$ cat src/rtl/rr_arbiter8_pkg.sv
// rr_arbiter8_pkg: shared sizes, FSM state type and round-robin search for rr_arbiter8
package rr_arbiter8_pkg;
  localparam int NREQ = 8;
  localparam int IDXW = 3;
  typedef enum logic {ST_IDLE = 1'b0, ST_GRANT = 1'b1} state_t;
  function automatic logic [IDXW-1:0] rr_pick(input logic [NREQ-1:0] r, input logic [IDXW-1:0] last);
    logic [2*NREQ-1:0] dbl;
    logic [NREQ-1:0] rot;
    logic [IDXW-1:0] k;
    dbl = {r, r} >> (last + 1'b1);
    rot = dbl[NREQ-1:0];
    k = '0;
    for (int i = NREQ - 1; i >= 0; i--) if (rot[i]) k = IDXW'(i);
    return last + 1'b1 + k;
  endfunction
endpackage

$ cat src/rtl/rr_arbiter8_decoder3x8.sv
// decoder3x8: 3-to-8 one-hot decoder (sel in; out one-hot)
module decoder3x8 (
  input  logic [2:0] sel,
  output logic [7:0] out
);
  assign out = 8'b1 << sel;
endmodule

$ cat src/rtl/rr_arbiter8.sv
// rr_arbiter8: 8-way round-robin arbiter (clk, rst, req in; gnt, gnt_idx, gnt_valid, preempt out) with hold-until-release and optional MAX_HOLD preemption
module rr_arbiter8
  import rr_arbiter8_pkg::*;
#(
  parameter int MAX_HOLD = 0,
  parameter int HCW = 8
) (
  input  logic            clk,
  input  logic            rst,
  input  logic [NREQ-1:0] req,
  output logic [NREQ-1:0] gnt,
  output logic [IDXW-1:0] gnt_idx,
  output logic            gnt_valid,
  output logic            preempt
);
  state_t state_q, state_d;
  logic [IDXW-1:0] idx_q, idx_d, last_q, last_d, win;
  logic [HCW-1:0] hold_q, hold_d;
  logic pre_q, pre_d, expire;
  logic [NREQ-1:0] own_oh, others;
  decoder3x8 u_dec (.sel(idx_q), .out(own_oh));
  assign others = req & ~own_oh;
  assign expire = (MAX_HOLD != 0) && (hold_q == HCW'(MAX_HOLD - 1));
  assign win = rr_pick(state_q == ST_GRANT ? others : req, last_q);
  always_ff @(posedge clk) begin
    if (rst) begin
      state_q <= ST_IDLE;
      idx_q <= '0;
      last_q <= '1;
      hold_q <= '0;
      pre_q <= 1'b0;
    end else begin
      state_q <= state_d;
      idx_q <= idx_d;
      last_q <= last_d;
      hold_q <= hold_d;
      pre_q <= pre_d;
    end
  end
  always_comb begin
    state_d = state_q;
    idx_d = idx_q;
    last_d = last_q;
    hold_d = hold_q;
    pre_d = 1'b0;
    if (state_q == ST_IDLE ? |req : (!req[idx_q] || (expire && |others))) begin
      if (state_q == ST_IDLE || |others) begin
        state_d = ST_GRANT;
        idx_d = win;
        last_d = win;
        hold_d = '0;
        pre_d = state_q == ST_GRANT && req[idx_q];
      end else begin
        state_d = ST_IDLE;
      end
    end else if (state_q == ST_GRANT) begin
      hold_d = (expire || &hold_q) ? hold_q : hold_q + 1'b1;
    end
  end
  always_comb begin
    gnt = own_oh & {NREQ{state_q == ST_GRANT}};
    gnt_idx = idx_q;
    gnt_valid = state_q == ST_GRANT;
    preempt = pre_q;
  end
endmodule

$ cat config.mk
export PLATFORM = sky130hd
export DESIGN_NAME = rr_arbiter8
export DESIGN_NICKNAME = d
export VERILOG_FILES = /design/src/rtl/rr_arbiter8_pkg.sv /design/src/rtl/rr_arbiter8_decoder3x8.sv /design/src/rtl/rr_arbiter8.sv
export SDC_FILE = /design/constraint.sdc
export NUM_CORES = 1
export LEC_CHECK = 0
export CAP_MARGIN = 20
export CELL_PAD_IN_SITES_DETAIL_PLACEMENT = 1
export CELL_PAD_IN_SITES_GLOBAL_PLACEMENT = 1
export CORE_UTILIZATION = 34
export DETAILED_ROUTE_END_ITERATION = 8
export PLACE_DENSITY = 0.81
export SLEW_MARGIN = 0
export SYNTH_ARGS = -nofsm -noshare
export SYNTH_HDL_FRONTEND = slang
export SYNTH_SLANG_ARGS = --single-unit
export TNS_END_PERCENT = 20
$ cat constraint.sdc
create_clock -name clk -period 3.9 [get_ports clk]
set_input_delay 0.78 -clock clk [delete_from_list [all_inputs] [get_ports clk]]
set_output_delay 0.78 -clock clk [all_outputs]
set_load 0.01 [all_outputs]
==> metrics.yaml <==
clk_latency_ns: 0.25
clock_skew_ns: 0.004446
via_per_inst: 5.773
period_share: 0.9456
holdWs_ns: 0.5860
routed_wl_mm: 4.320
slowest_stage: "or4_1"
cts_buffers: 3
dieHeight_um: 60.82
worstMarginPinSlew_ns: 0.6570
switching_share: 0.4945
cap_violations: 0
outcome: "complete, no violations"
setup_violations: 0
wl_per_cell_um: 18.15
yosysMostFrequentCell: "nand2_1"
dr.pass1.iters: 4
via_count: 1374
drv_slew: 0
drive_above_1_share: 0.2938
syn_nets: 160
min_period_ns: 3.688
max_freq_mhz: 271.2
power_uw: 1786
p_leak_uw: 0.0007047
num_rows: 20
place_area_sq_mm: 0.001630
synthFlopType: "dfxtp_1"
p_sw_uw: 883.0
coreArea_sq_mm: 0.003178
grt_max_degree: 17
p_per_area_mw_per_mm2: 1038
first_global_vias: 1407
diodes: 0
ys_seq_elements: 8
dp_worst_setup_slack_ns: -0.2118
ant_nets: 0
drcViolationCount: 0
ys_types: 49
end_kind: "register"
syn-cell-area_sq_mm: 0.001176
io_buffers: 22
netlist.area_leader.share: 0.1362
rsz0062_at_grt: "no"
clock_sinks: 8
yosysSeqAreaShare: 0.1362
syn_to_final_growth_pct: 46.28
cts_htree_levels: 1
hold_viol: 0
cts_root_buffer: "clkbuf_4"
die_w_um: 60.82
path_cells: "clkdlybuf4s50_1 -> buf_4 -> mux2i_2 -> a41oi_2 -> mux2i_1 -> buf_4 -> a21oi_1 -> o211ai_1 -> a31oi_1 -> ha_1 -> fa_2 -> xor2_1 -> or4_1 -> a21oi_2 -> mux2i_1"
grt_pass1_wl_mm: 6.768
clkPwrFrac: 0.035
path_class: "in -> reg"
combPwrFrac: 0.874
clkTransAtPathRegs_ns: 0.05
fin_tns_setup_ns: 0
yosys_warnings: 0
ir_worst_vdd_mv: 0.5800
cp_top_family: "buffers and inverters"
ys_async_sr_fraction: 0
synth_area_leader_cell: "dfxtp_1"
hold_class: "reg -> reg"
clk_path_buf_depth: 2
p_seq_frac: 0.091
synthTopCellsByArea: "dfxtp_1, mux2i_1, mux4_2"
die_area_sq_mm: 0.003698
path_buf_inv: 3
ioPinCount: 23
overflow: 0
cp-start-kind: "primary input"
syn_avg_cell_area_sq_um: 8.001
stdcell_area_sq_mm: 0.001720
syn-instance-count: 147
grt_use_total: 0.2472
critPathMaxFanout: 4
synthTopCellsByCount: "nand2_1, mux2i_1, a21oi_1, inv_1, nor2_1"
start_util: 0.3701
critPathRequiredTime_ns: 4.07
antenna_found_initial: 0
worstPathArrival_ns: 3.86
fin_ws_ns: 0.2123
relSlewSlack: 0.5588
synth_edf_count: 0
cp_slowest_stage_delay_ns: 0.43
layout.nets: 209
gp_congestion: 0.8993
intPower_uw: 902.7
dpl.hpwl_mm: 3.371
drt-initial-drc-count: 86
cts_tree: "done"
==> stage by stage <==
stage	std cells	util
2_1_floorplan	147	-
3_3_place_gp	234	0.5130
3_5_place_dp	234	0.5130
4_1_cts	237	0.5201
5_1_grt	238	0.5413
6_report	238	0.5413
==> state kept, by name (all words and copies together) (netlist names) <==
name	flops
gnt_idx	3
gnt_valid	1
preempt	1
last_q	3
==> what timing repair did <==
action                                  CTS  global route
gates resized for setup                   0            12
endpoints found under the setup margin    0             2
hold buffers                              0             0
setup buffers                             0             1
==> cell usage in the layout (no fill, tap or decap), types with 2 or more instances in the layout <==
| cell type | Yosys | final |
|---|---|---|
| a21boi_0 | 2 | 2 |
| a21oi_1 | 11 | 9 |
| a21oi_2 | 0 | 2 |
| a31oi_1 | 4 | 4 |
| and4_1 | 2 | 2 |
| and4b_1 | 2 | 2 |
| and4bb_2 | 3 | 3 |
| buf_4 | 1 | 32 |
| clkbuf_4 | 0 | 3 |
| clkdlybuf4s50_1 | 0 | 22 |
| dfxtp_1 | 8 | 8 |
| inv_1 | 10 | 9 |
| mux2i_1 | 13 | 12 |
| mux4_2 | 3 | 3 |
| nand2_1 | 14 | 14 |
| nand4_1 | 3 | 3 |
| nor2_1 | 10 | 10 |
| nor3b_1 | 2 | 2 |
| o211ai_1 | 5 | 5 |
| o21ai_0 | 8 | 7 |
| o31ai_1 | 3 | 3 |
| o32ai_2 | 2 | 3 |
| or4_1 | 2 | 2 |
| xnor2_1 | 4 | 4 |
==> worst register-to-register path, delay by kind of cell (launching register included) <==
family	cells	cell delay (ns)
AO/OA/AOI/OAI	6	0.78
AND/OR/NAND/NOR	3	1.08
XOR/XNOR	1	0.17
flip-flops	1	0.62
buffers and inverters	2	0.28
adder cells (fa/ha/maj)	1	0.38
multiplexers	1	0.21
==> final timing paths <==
kind,start,slack [ns],depth (start not counted),end
setup / recovery,req[3],0.21,15,last_q[2]
hold / removal,last_q[1],0.59,2,last_q[1]
setup reg to reg,gnt_idx[2],0.33,14,last_q[2]
hold reg to reg,last_q[1],0.59,2,last_q[1]
==> kinds of logic after synthesis <==
group                      after synthesis  synth area share
AOI/OAI and AO/OA                       45            0.2649
buffers and inverters                   20           0.07766
DFF                                      8            0.1362
adders and majority gates                3           0.03830
and+or+nand+nor                         47            0.2511
xor gates and xnor gates                 6           0.05107
other                                    1          0.003188
muxes                                   17            0.1777
==> power groups by stage <==
stage,Sequential [uW],Combinational (uW),Clock (uW)
floorplan,139,924,0
global placement,154,1360,0
detailed placement,158,1440,0
CTS,156,1450,63.2
global route,167,1680,70.9
finish,162,1560,62.9
==> area by class of cell <==
class,count,area [sq um]
fillers,385,1458
multi-input cells,119,984.7
repair buffers,54,460.4
flip-flops and latches,8,160.2
well taps,44,55.05
inverters,10,37.54
clock buffers,3,22.52
==> routing by layer <==
layer	routed length, um	vias to the layer above	track usage
met5	0	-	0
met4	90	0	0.08117
met3	184	11	0.03625
met2	2269	41	0.4411
met1	1776	667	0.3037
li1	-	655	-
Power figures use the tool's default switching activity.
